### src/rtl/spi_loopback_arbiter_if.sv
// Handshake bundle between NREQS requesters, the arbiter and the shared downstream unit.
// slave: arbiter side. master: requesters + shared unit side.
interface spi_loopback_arbiter_if #(
    parameter int unsigned nbits = 32,
    parameter int unsigned nreqs = 2
);
    logic [nreqs-1:0]       recv_val;
    logic [nreqs-1:0]       recv_rdy;
    logic [nreqs*nbits-1:0] recv_msg;
    logic [nreqs-1:0]       send_val;
    logic [nreqs-1:0]       send_rdy;
    logic [nreqs*nbits-1:0] send_msg;
    logic                   dn_req_val;
    logic                   dn_req_rdy;
    logic [nbits-1:0]       dn_req_msg;
    logic                   dn_resp_val;
    logic                   dn_resp_rdy;
    logic [nbits-1:0]       dn_resp_msg;

    modport slave (
        input  recv_val, recv_msg, send_rdy, dn_req_rdy, dn_resp_val, dn_resp_msg,
        output recv_rdy, send_val, send_msg, dn_req_val, dn_req_msg, dn_resp_rdy
    );

    modport master (
        output recv_val, recv_msg, send_rdy, dn_req_rdy, dn_resp_val, dn_resp_msg,
        input  recv_rdy, send_val, send_msg, dn_req_val, dn_req_msg, dn_resp_rdy
    );
endinterface

### src/rtl/spi_loopback_arbiter.sv
// Round-robin arbiter sharing one val/rdy unit between nreqs requesters. Grants lock until
// they transfer; an in-order ID FIFO routes each response back to its issuer.
// Optional macro SPI_V3_ARB_FIXED_PRIO_EN: fixed priority (lowest valid index wins).
module spi_loopback_arbiter #(
    parameter int unsigned nbits           = 32,
    parameter int unsigned nreqs           = 2,
    parameter int unsigned max_outstanding = 2
) (
    input  logic                   clk,
    input  logic                   reset,
    spi_loopback_arbiter_if.slave  bus,
    output logic                   orphan_err
);
    localparam int unsigned IdW  = (nreqs > 1) ? $clog2(nreqs) : 1;
    localparam int unsigned PtrW = (max_outstanding > 1) ? $clog2(max_outstanding) : 1;
    localparam int unsigned CntW = $clog2(max_outstanding + 1);

    typedef logic [IdW-1:0] id_t;
    typedef enum logic [0:0] {StIdle, StLocked} state_e;

    state_e          state_q;
    id_t             gnt_q;
    id_t             rr_ptr_q;
    logic [PtrW-1:0] head_q;
    logic [PtrW-1:0] tail_q;
    logic [CntW-1:0] count_q;
    id_t             id_mem_q [max_outstanding];
    logic            orphan_q;

    id_t  cand;
    logic cand_vld;
    id_t  win_id;
    id_t  next_rr;
    id_t  head_id;
    logic req_val;
    logic req_fire;
    logic resp_rdy;
    logic resp_fire;
    logic full;
    logic empty;

    function automatic logic [PtrW-1:0] ptr_inc(input logic [PtrW-1:0] p);
        return (p == PtrW'(max_outstanding - 1)) ? '0 : p + 1'b1;
    endfunction

    assign full    = (count_q == CntW'(max_outstanding));
    assign empty   = (count_q == '0);
    assign head_id = id_mem_q[head_q];

    // First valid requester at or after rr_ptr, wrapping around
    always_comb begin
        int unsigned idx;
        idx      = 0;
        cand     = '0;
        cand_vld = 1'b0;
        for (int unsigned k = 0; k < nreqs; k++) begin
            idx = (32'(rr_ptr_q) + k) % nreqs;
            if (!cand_vld && bus.recv_val[idx]) begin
                cand_vld = 1'b1;
                cand     = id_t'(idx);
            end
        end
    end

    // Request winner: fresh candidate when idle, the locked grant otherwise
    always_comb begin
        req_val = 1'b0;
        win_id  = cand;
        case (state_q)
            StIdle: begin
                req_val = cand_vld && !full;
                win_id  = cand;
            end
            StLocked: begin
                // A dropped val in LOCKED aborts the grant without a transfer
                req_val = bus.recv_val[gnt_q];
                win_id  = gnt_q;
            end
            default: ;
        endcase
    end

    assign req_fire = req_val && bus.dn_req_rdy && !reset;

`ifdef SPI_V3_ARB_FIXED_PRIO_EN
    assign next_rr = '0;
`else
    assign next_rr = (32'(win_id) == nreqs - 1) ? '0 : win_id + 1'b1;
`endif

    // Request path outputs, forced to 0 during reset
    always_comb begin
        bus.recv_rdy   = '0;
        bus.dn_req_val = 1'b0;
        bus.dn_req_msg = '0;
        if (!reset && req_val) begin
            bus.dn_req_val       = 1'b1;
            bus.dn_req_msg       = bus.recv_msg[32'(win_id) * nbits +: nbits];
            bus.recv_rdy[win_id] = bus.dn_req_rdy;
        end
    end

    // Response routing to the FIFO head; an empty FIFO drains orphaned responses
    always_comb begin
        bus.send_val = '0;
        bus.send_msg = '0;
        resp_rdy     = 1'b0;
        if (!reset) begin
            bus.send_msg = {nreqs{bus.dn_resp_msg}};
            if (!empty) begin
                bus.send_val[head_id] = bus.dn_resp_val;
                resp_rdy              = bus.send_rdy[head_id];
            end else begin
                resp_rdy = 1'b1;
            end
        end
    end

    assign bus.dn_resp_rdy = resp_rdy;
    assign resp_fire       = !empty && bus.dn_resp_val && resp_rdy;
    assign orphan_err      = orphan_q && !reset;

    // Request FSM, round-robin pointer, ID FIFO and sticky orphan flag
    always_ff @(posedge clk or posedge reset) begin
        if (reset) begin
            state_q  <= StIdle;
            gnt_q    <= '0;
            rr_ptr_q <= '0;
            head_q   <= '0;
            tail_q   <= '0;
            count_q  <= '0;
            orphan_q <= 1'b0;
            for (int i = 0; i < int'(max_outstanding); i++) begin
                id_mem_q[i] <= '0;
            end
        end else begin
            case (state_q)
                StIdle: begin
                    if (cand_vld && !full && !bus.dn_req_rdy) begin
                        state_q <= StLocked;
                        gnt_q   <= cand;
                    end
                end
                StLocked: begin
                    if (req_fire || !bus.recv_val[gnt_q]) begin
                        state_q <= StIdle;
                    end
                end
                default: state_q <= StIdle;
            endcase
            if (req_fire) begin
                id_mem_q[tail_q] <= win_id;
                tail_q           <= ptr_inc(tail_q);
                rr_ptr_q         <= next_rr;
            end
            if (resp_fire) begin
                head_q <= ptr_inc(head_q);
            end
            case ({req_fire, resp_fire})
                2'b10:   count_q <= count_q + 1'b1;
                2'b01:   count_q <= count_q - 1'b1;
                default: count_q <= count_q;
            endcase
            if (empty && bus.dn_resp_val) begin
                orphan_q <= 1'b1;
            end
        end
    end
endmodule
### src/flat_wrapper.sv
// flat-port wrapper written by rule: the top's interface ports become plain ports
module spi_loopback_arbiter_flat 
#(
    parameter int unsigned nbits           = 32,
    parameter int unsigned nreqs           = 2,
    parameter int unsigned max_outstanding = 2
)
  (clk, reset, orphan_err, bus_recv_val, bus_recv_msg, bus_send_rdy, bus_dn_req_rdy, bus_dn_resp_val, bus_dn_resp_msg, bus_recv_rdy, bus_send_val, bus_send_msg, bus_dn_req_val, bus_dn_req_msg, bus_dn_resp_rdy);
  spi_loopback_arbiter_if #(.nbits(nbits), .nreqs(nreqs)) bus_i ();
  input  logic clk;
  input  logic reset;
  output logic orphan_err;
  input wire logic [$bits(bus_i.recv_val)-1:0] bus_recv_val;
  input wire logic [$bits(bus_i.recv_msg)-1:0] bus_recv_msg;
  input wire logic [$bits(bus_i.send_rdy)-1:0] bus_send_rdy;
  input wire logic [$bits(bus_i.dn_req_rdy)-1:0] bus_dn_req_rdy;
  input wire logic [$bits(bus_i.dn_resp_val)-1:0] bus_dn_resp_val;
  input wire logic [$bits(bus_i.dn_resp_msg)-1:0] bus_dn_resp_msg;
  output wire logic [$bits(bus_i.recv_rdy)-1:0] bus_recv_rdy;
  output wire logic [$bits(bus_i.send_val)-1:0] bus_send_val;
  output wire logic [$bits(bus_i.send_msg)-1:0] bus_send_msg;
  output wire logic [$bits(bus_i.dn_req_val)-1:0] bus_dn_req_val;
  output wire logic [$bits(bus_i.dn_req_msg)-1:0] bus_dn_req_msg;
  output wire logic [$bits(bus_i.dn_resp_rdy)-1:0] bus_dn_resp_rdy;
  assign bus_i.recv_val = bus_recv_val;
  assign bus_i.recv_msg = bus_recv_msg;
  assign bus_i.send_rdy = bus_send_rdy;
  assign bus_i.dn_req_rdy = bus_dn_req_rdy;
  assign bus_i.dn_resp_val = bus_dn_resp_val;
  assign bus_i.dn_resp_msg = bus_dn_resp_msg;
  assign bus_recv_rdy = bus_i.recv_rdy;
  assign bus_send_val = bus_i.send_val;
  assign bus_send_msg = bus_i.send_msg;
  assign bus_dn_req_val = bus_i.dn_req_val;
  assign bus_dn_req_msg = bus_i.dn_req_msg;
  assign bus_dn_resp_rdy = bus_i.dn_resp_rdy;
  spi_loopback_arbiter #(.nbits(nbits), .nreqs(nreqs), .max_outstanding(max_outstanding)) u_core (.clk(clk), .reset(reset), .bus(bus_i), .orphan_err(orphan_err));
endmodule
### config.mk
export PLATFORM = sky130hd
export DESIGN_NAME = spi_loopback_arbiter_flat
export DESIGN_NICKNAME = d
export VERILOG_FILES = /design/src/rtl/spi_loopback_arbiter_if.sv /design/src/rtl/spi_loopback_arbiter.sv /design/src/flat_wrapper.sv
export SDC_FILE = /design/constraint.sdc
export NUM_CORES = 1
export LEC_CHECK = 0
export BUFFER_PORTS_ARGS = -buffer_cell sky130_fd_sc_hd__buf_2
export CORE_AREA = 2 2 79 81
export DETAILED_ROUTE_END_ITERATION = 7
export DIE_AREA = 0 0 81 83
export HOLD_SLACK_MARGIN = 0.02
export PLACE_DENSITY = 0.69
export SYNTH_ARGS = -nofsm -noshare
export SYNTH_HDL_FRONTEND = slang
export SYNTH_SLANG_ARGS = --single-unit
### constraint.sdc
create_clock -name clk -period 2.4 [get_ports clk]
set_input_delay 0.12 -clock clk [delete_from_list [all_inputs] [get_ports clk]]
set_output_delay 0.12 -clock clk [all_outputs]
set_load 0.1 [all_outputs]
# Yosys cells after proc, flatten, opt, wreduce, memory -nomap -nowiden
# Cells that the tools add are included.
totals:
  ff_bits: 10
  output_inout_bits: 103
  word_cells: 96
classes:
  n_addsub: 6
  magnitude_cmp: 10
  n_eq_ne: 3
  shifts: 1
  muxes: 39
  n_bitwise: 5
  n_reduce_logical: 23
op_table:
  columns: ["operator", "count"]
  rows:
  - ["64-bit 2-to-1 mux", 1]
  - ["64-bit by 7-bit indexed part select with 32-bit output", 1]
  - ["32-bit 2-to-1 mux", 1]
  - ["1-bit 2-to-1 mux", 26]
  - ["1-bit logical AND", 13]
  - ["1-bit by 2-bit < comparator with 1-bit output (second input constant)", 5]
  - ["1-bit logical NOT", 6]
  - ["2-bit 2-to-1 mux", 3]
  - ["1-bit case mux with 2 select lines", 3]
  - ["1-bit adder (second input constant)", 4]
  - ["2-bit bitwise AND", 2]
  - ["2-bit == test (second input constant)", 2]
  - ["2-bit >= comparator (second input constant)", 2]
  - ["1-bit NOT with 2-bit output", 2]
  - ["2-bit case mux with 2 select lines", 1]
  - ["1-bit demux with 1-bit select", 3]
  - ["2-bit by 1-bit adder with 2-bit output (second input constant)", 1]
  - ["2-bit bitwise mux", 1]
  - ["2-bit by 1-bit == test with 1-bit output (second input constant)", 1]
  - ["1-bit >= comparator (second input constant)", 2]
  - ["2-bit logical NOT", 1]
  - ["2-bit by 1-bit < comparator with 1-bit output (second input constant)", 1]
  - ["2-bit AND reduction", 1]
  - ["2-bit nonzero test", 1]
  - ["3 further kinds", 3]

# Depth between registers and ports, before layout
# Gate-level depths: netlist of run 1.
logic_depth:
  depth_word: 13
  ltp_mapped: 10

# Least setup slack after synthesis of run 1
# OpenSTA, ideal clock, no wires.
synth_timing:
  kind: "register -> output"
  startpoint: "register u_core.state_q"
  endpoint: "output bus_dn_req_msg[21]"
  arrival_time_ps: 2735
  required_ps: 2280
  setup_slack_ps: -455
  stages_incl_launch_ff: 6
  n_path_buf: 2
  path_cell_list: "dfrtp_1 -> buf_2 -> o31ai_2 -> clkbuf_1 -> nand2_1 -> a21oi_1"
synth_between:
  elab_chain_len: 4
  elab_cells_between_ends: 6
  classes_between: "1 x shift; 3 x mux; 1 x bitwise; 1 x reduce/logical"
synth_rtl:
  columns: ["element", "line", "source"]
  rows:
  - ["from (decl)", "spi_loopback_arbiter.sv:21", "state_e state_q;"]
  - ["from (signal assigned)", "spi_loopback_arbiter.sv:126", "state_q <= StIdle;"]
  - ["from (signal assigned)", "spi_loopback_arbiter.sv:140", "state_q <= StLocked;"]
  - ["from (signal assigned)", "spi_loopback_arbiter.sv:146", "state_q <= StIdle;"]
  - ["1-bit NOT", "spi_loopback_arbiter.sv:69", "case (state_q)"]
  - ["1-bit case mux with 2 select lines", "spi_loopback_arbiter.sv:69", null]
  - ["64-bit by 7-bit indexed part select with 32-bit output or 1-bit logical AND (tied branches)", "spi_loopback_arbiter.sv:98, spi_loopback_arbiter.sv:96", null]
  - ["32-bit 2-to-1 mux (*)", "spi_loopback_arbiter.sv:96", "if (!reset && req_val) begin"]
  - ["to (decl)", "flat_wrapper.sv:23", "output wire logic [$bits(bus_i.dn_req_msg)-1:0] bus_dn_req_msg;"]
# Every way passes the cells marked *; elsewhere a longest branch is shown, timed or not.

# Worst setup path in the final report of run 1
layout_timing:
  startpoint: "register u_core.state_q"
  endpoint: "output bus_dn_req_msg[4]"
# The elaborated chain is that of the path after synthesis.

==> results of run 1 <==
[cells by family (layout without fill, tap and decap cells)]
family                     Yosys count  after routing
buffers and inverters               51            221
and+or+nand+nor                    119            119
AOI/OAI and AO/OA                   40             41
DFF                                 10             10
muxes                                6              6
xor gates and xnor gates             5              5
adders and majority gates            1              1
[cells in the mapped netlist]
| cell type | count | area, um2 |
|---|---|---|
| buf_6 | 1 | 11.3 |
| nor2b_1 | 36 | 225 |
| mux2i_1 | 3 | 30.0 |
| a21oi_1 | 33 | 165 |
| nand2_4 | 1 | 11.3 |
| clkbuf_1 | 13 | 48.8 |
| mux2_2 | 2 | 22.5 |
| nor3b_2 | 1 | 12.5 |
| dfrtp_1 | 10 | 250 |
| nor3b_1 | 1 | 7.51 |
| o21ai_0 | 1 | 5.00 |
| ha_1 | 1 | 12.5 |
| inv_1 | 2 | 7.51 |
| nor3_1 | 1 | 5.00 |
| xor2_1 | 2 | 17.5 |
| a2111o_1 | 1 | 11.3 |
| nand2_1 | 66 | 248 |
| a21o_1 | 1 | 7.51 |
| and2b_1 | 1 | 7.51 |
| nand3_1 | 1 | 5.00 |
| o31ai_2 | 1 | 12.5 |
| xnor2_1 | 3 | 26.3 |
| buf_2 | 2 | 10.0 |
| a41oi_1 | 1 | 8.76 |
| or2_2 | 1 | 6.26 |
| o31a_1 | 1 | 8.76 |
| mux2_4 | 1 | 15.0 |
| nor4_1 | 1 | 6.26 |
| clkinv_4 | 1 | 8.76 |
| a31oi_1 | 1 | 6.26 |
| buf_4 | 32 | 240 |
| nor2_1 | 9 | 33.8 |
[flip-flops by register name, summed over array words and instances, names as in the netlist]
register and flops:
u_core.count_q 2, u_core.state_q 1, u_core.rr_ptr_q 1, u_core.head_q 1
u_core.tail_q 1, u_core.id_mem_q 2, u_core.orphan_q 1, u_core.gnt_q 1
[placed cells by master, fill, tap and decap left out, types with 2 or more instances in the layout]
master,synthesis,layout
a21oi_1,33,30
a21oi_2,0,3
buf_12,0,32
buf_2,2,174
buf_4,32,7
clkbuf_8,0,4
dfrtp_1,10,10
inv_1,2,2
mux2_2,2,2
mux2i_1,3,3
nand2_1,66,66
nor2_1,9,8
nor2b_1,36,8
nor2b_2,0,28
xnor2_1,3,3
xor2_1,2,2
[metal layers]
layer | routed length (um) | vias up
met5 | 0 | -
met4 | 64 | 0
met3 | 767 | 7
met2 | 3160 | 133
met1 | 2100 | 934
li1 | - | 1056
[what timing repair did]
action	in CTS	in global routing
setup buffers	0	2
hold buffers	1	0
hold endpoints to repair	10	0
setup endpoints to repair	0	14
gates resized for setup	0	1
[worst max-delay path by stage]
stage                    endpoint  cells after the start  slack [ns]
6_report        bus_dn_req_msg[4]                      6        0.13
5_1_grt        bus_dn_req_msg[11]                      6       -0.01
4_1_cts        bus_dn_req_msg[15]                      5      0.0004
3_5_place_dp   bus_dn_req_msg[12]                      5        0.26
3_3_place_gp   bus_dn_req_msg[20]                      5        0.30
2_1_floorplan  bus_dn_req_msg[21]                      5       -0.46
[layout make-up]
| type | instances | area [um2] |
|---|---|---|
| Clock buffer | 4 | 55.1 |
| Fill cell | 558 | 2800 |
| Inverter | 3 | 16.3 |
| Multi-Input combinational cell | 172 | 1020 |
| Sequential cell | 10 | 250 |
| Tap cell | 75 | 93.8 |
| Timing Repair Buffer | 214 | 1570 |
[per-stage QoR]
step	power (uW)	utilization [%]	hold WS, ns
6_report	3660	51.8	0.110
5_1_grt	3830	51.8	0.105
4_1_cts	3640	51.2	0.111
3_5_place_dp	3420	50.1	0.175
3_3_place_gp	3380	50.1	0.158
2_1_floorplan	2550	-	0.175
[critical path: stages, from the launching register on]
cell      delay [ns]
dfrtp_1         0.44
buf_4           0.18
nor3b_1         0.06
a2111o_1        0.46
buf_4           0.27
a21oi_1         0.28
buf_12          0.22
[power by group through the flow]
| stage | logic [uW] | clock network [uW] | registers, uW |
|---|---|---|---|
| 6_report | 3120 | 209 | 328 |
| 3_3_place_gp | 3060 | 0 | 318 |
| 2_1_floorplan | 2250 | 0 | 300 |
| 3_5_place_dp | 3090 | 0 | 325 |
| 5_1_grt | 3260 | 230 | 340 |
| 4_1_cts | 3100 | 216 | 322 |
==> metrics.cfg, run 1 <==
[critical_path]
required_ns = 2.28
cp-startpoint = u_core.state_q
path_max_fanout = 33
rr_startpoint = u_core.state_q
cp_data_arrival_time_ns = 2.15
endpoint_kind = output port
criticalPathCategory = flip-flop to output port
rr_worst_depth = 6
r2r_end = u_core.id_mem_q[1]
regToRegSetupSlack_ns = 0.34
critPathLaunchType = flip-flop

[synth]
avgSynthCellArea_um2 = 6.44
synth_compound_area_share_pct = 15.1
ys_seq_area_share_pct = 16.8
syn_inst = 232
yosysUniqueCellTypes = 32
ys_warn_count = 0
synth_nets = 337
synthAdderAreaFrac_pct = 0.838
yosys-mux-area-fraction_pct = 4.52
synth-simple-area-share_pct = 38.0
synthXorXnorAreaFrac_pct = 2.93
synth_area_um2 = 1490
synth_top_family_by_area = simple AND/OR/NAND/NOR gates
synth-seq-cells = 10

[die]
die_h_um = 83
ios = 207
row_count = 28
dieArea_um2 = 6720
initial_core_util_pct = 25.7
core_area_um2 = 5820
die_w_um = 81

[power_and_ir_drop]
p_int_uw = 1310
swShare_pct = 64.3
power_frac_clock_pct = 5.7
p_per_area_nw_per_um2 = 1210
vdd_drop_max_uv = 731
p_leak_uw = 0.00163
power_frac_comb_pct = 85.3
p_seq_share_pct = 9.0
switchingPower_uw = 2350

[placement]
place_ws_ns = 0.259
port_buffers = 206
postPlaceCellArea_um2 = 2920
gp_congestion = 0.781
dp_cells = 470
dp_hpwl_mm = 5.08

[timing]
timing.final.max_slew_violations = 0
fin_crit_sh_pct = 94.6
hold_viol = 0
setup_viol = 0
period_minus_slack_ns = 2.27
setup_ws_ns = 0.131
skew_ns = 0.000514
slew_headroom_pct = 44.5
worst_pin_slew_ns = 0.827
fmax_mhz = 441
tns_ns = 0

[drt]
wl_per_cell_um = 12.8
vias = 2130
drc = 0
first_pass_iters = 4
drt_wl_total_mm = 6.10
ant_nets = 0
drt-initial-drc-count = 57
via_per_inst = 4.46

[global_route]
grt_use_met3_pct = 4.89
grt_overflow = 0
grt_pass1_wl_mm = 9.00
grt_max_degree = 36
busiest_layer = met2
gr-usage-met1_pct = 18.2
grt_pass1_vias = 1896
grt_usage_pct = 16.6
met2_usage_pct = 31.0
antenna_found_initial = 0

[hold_path]
hold_class = input port to flip-flop
min_to = u_core.orphan_q
hp-start = bus_dn_resp_val
min_delay_path_depth = 2

[clocking]
clk_pin_slew_ns = 0.05
clockBufferDepth = 2
cts_tree = built
ctsHtreeMaxLevel = 1
clock-sinks = 10
cts_root_buf = clkbuf_8
clk_latency_ns = 0.23
cts_buffers = 3

[finish]
syn2layout_area_growth_pct = 102
antenna_cells = 0
nets = 509
final_cells = 478
final_cell_area_um2 = 3010
drive_gt1_share_pct = 64.0

[run]
cap_violations = 0

[outcome]
status = finished clean

(Power assumes the default switching activity.)
==> run 2: changes to the inputs <==
Settings changed: ABC_AREA from default to 1, CORE_AREA 2 2 79 81 to 2 2 81 83, DIE_AREA 0 0 81 83 to 0 0 83 85, SKIP_CTS_REPAIR_TIMING from default to 1.
==> metrics.cfg, run 2 <==
[outcome]
status = finished clean

[critical_path]
rr_startpoint = u_core.count_q[0]
criticalPathCategory = flip-flop to output port
r2r_end = u_core.count_q[1]
path_max_fanout = 36  ; +9.1%
required_ns = 2.28  ; about the same
endpoint = bus_dn_req_msg[1]
rr_worst_depth = 11  ; +5
cp_data_arrival_time_ns = 1.97  ; -0.18 ns
endpoint_kind = output port
cp-startpoint = u_core.count_q[0]
regToRegSetupSlack_ns = 0.60  ; +0.26 ns
critPathLaunchType = flip-flop

[timing]
timing.final.max_slew_violations = 0  ; unchanged
tns_ns = 0  ; unchanged
fin_worst_hold_slack_ns = 0.0304  ; -0.0800 ns
slew_headroom_pct = 61.7  ; +17 points
skew_ns = 0.00196  ; +0.00145 ns
rsz0062_at_grt = false
setup_viol = 0  ; unchanged
worst_pin_slew_ns = 0.574  ; -0.253 ns
fmax_mhz = 477  ; +8.3%
fin_crit_sh_pct = 87.3  ; -7.3 points
hold_viol = 0  ; unchanged
period_minus_slack_ns = 2.09  ; -0.174 ns
setup_ws_ns = 0.305  ; +0.174 ns

[power_and_ir_drop]
p_per_area_nw_per_um2 = 1430  ; +18%
p_seq_share_pct = 7.1  ; -1.9 points
switchingPower_uw = 2950  ; +25%
p_leak_uw = 0.00186  ; +14%
p_int_uw = 1450  ; +11%
vdd_drop_max_uv = 949  ; +30%
power_frac_comb_pct = 88.9  ; +3.6 points
swShare_pct = 67.0  ; +2.8 points
power_frac_clock_pct = 4.0  ; -1.7 points

[placement]
place_ws_ns = 0.563  ; +0.304 ns
dp_cells = 537  ; +14%
dp_hpwl_mm = 5.33  ; +4.9%
port_buffers = 206  ; unchanged
gp_congestion = 0.889  ; +14%

[die]
core_area_um2 = 6200  ; +6.7%
initial_core_util_pct = 26.9  ; +1.3 points
die_w_um = 83  ; +2.5%
row_count = 29  ; +3.6%
die_h_um = 85  ; +2.4%
ios = 207  ; unchanged
dieArea_um2 = 7060  ; +4.9%

[synth]
post-synth-top-count-cell = nor2_1
avgSynthCellArea_um2 = 5.69  ; -12%
synth-seq-cells = 10  ; unchanged
yosys-top-cells-count = nor2_1 (99), inv_1 (45), buf_4 (33)
synth-edff-count = 0  ; unchanged
syn_inst = 294  ; +27%
synth_nets = 399  ; +18%
async_flop_share_pct = 100  ; unchanged
yosys-top-cells-area = nor2_1 (22%), dfrtp_1 (15%), buf_4 (15%), inv_1 (10%), nand2_1 (7.0%)
synth_ff_type = dfrtp_1
ys_warn_count = 0  ; unchanged
yosys.area.top_type_share_pct = 22.2  ; +5.5 points
ys_seq_area_share_pct = 15.0  ; -1.8 points
yosysUniqueCellTypes = 25  ; -22%
synth_area_um2 = 1670  ; +12%
synth_top_cell_by_area = nor2_1

[drt]
wl_per_cell_um = 11.4  ; -11%
ant_nets = 0  ; unchanged
drt_wl_total_mm = 6.14  ; +0.75%
via_per_inst = 4.28  ; -3.9%
first_pass_iters = 6  ; +2
drt-initial-drc-count = 61  ; +7.0%
vias = 2313  ; +8.6%
drc = 0  ; unchanged

[finish]
nets = 570  ; +12%
largestRegisters = u_core.count_q (2), u_core.id_mem_q (2)
drive_gt1_share_pct = 55.1  ; -8.9 points
final_common_cell = buf_2
layout_common_cells = buf_2 (172), nor2_1 (82), inv_1 (45), buf_12 (34), nand2_1 (31)
antenna_cells = 0  ; unchanged
syn2layout_area_growth_pct = 83.8
final_cells = 540  ; +13%
fill_cells = 611  ; +9.5%

[hold_path]
hold_class = input port to asynchronous set/reset pin

[global_route]
grt_pass1_wl_mm = 9.40  ; +4.4%
grt_pass1_vias = 2089  ; +10%
antenna_found_initial = 0  ; unchanged
grt_max_degree = 37  ; +2.8%
grt_overflow = 0  ; unchanged
grt_usage_pct = 16.1  ; -0.49 points

[clocking]
cts_buffers = 3  ; unchanged
cts_root_buf = clkbuf_8
cts_tree = built
clk_pin_slew_ns = 0.05  ; about the same
clockBufferDepth = 2  ; unchanged
clk_latency_ns = 0.24  ; about the same
ctsHtreeMaxLevel = 1  ; unchanged
clock-sinks = 10  ; unchanged

[run]
cap_violations = 0  ; unchanged

run 2: routing by layer:
layer | vias to the layer above | part of all wire [%] | global-route usage, %
met3 | 4 | 9.3 | 3.11
met2 | 140 | 55 | 33.4
li1 | 1186 | - | -
met5 | - | 0 | 0
met1 | 983 | 35 | 16.8
met4 | 0 | 0.55 | 2.24
run 2: cell families after synthesis:
group	count (synthesis)	synth area share (%)
and+or+nand+nor	149	37.1
buffers and inverters	93	32.2
AOI/OAI and AO/OA	38	13.4
DFF	10	15.0
xor gates and xnor gates	3	1.57
adders and majority gates	1	0.748
run 2: worst max-delay path, cell delays in order (launching register included):
cell	delay (ns)
dfrtp_1	0.41
inv_2	0.05
nand2_2	0.06
nand2_1	0.06
nand2_1	0.07
nand2_2	0.08
nor2_8	0.08
buf_4	0.34
o21ai_0	0.15
nor2_1	0.20
buf_12	0.21
run 2: how the worst min path moves through the flow:
stage               cells after the start           endpoint  slack [ns]
finish                                  3    u_core.orphan_q        0.03
global route                            3      u_core.tail_q        0.07
CTS                                     3    u_core.orphan_q        0.04
detailed placement                      3    u_core.orphan_q        0.29
global placement                        3    u_core.orphan_q        0.28
floorplan                               2  u_core.count_q[0]        0.12
run 2: stage by stage:
step           utilization (%)  power (uW)  area [um2]
2_1_floorplan                -        3200        1710
3_3_place_gp              48.9        4210        3030
3_5_place_dp              48.9        4250        3030
4_1_cts                   49.5        4430        3070
5_1_grt                   49.5        4580        3070
6_report                  49.5        4400        3070
run 2: layout make-up:
type / count / area [um2] / area share [%]
timing repair buffer: 211 / 1580 / 51.4
sequential: 10 / 250 / 8.14
tap: 77 / 96.3 / 3.14
multi-input combinational: 191 / 926 / 30.1
clock buffer: 3 / 41.3 / 1.34
inverter: 48 / 180 / 5.86
run 2: power by group through the flow:
stage               Combinational [uW]  Clock (uW)  Sequential (uW)
floorplan                         2900           0              301
global placement                  3900           0              308
detailed placement                3930           0              314
CTS                               3940         177              313
global route                      4070         187              326
finish                            3910         175              313
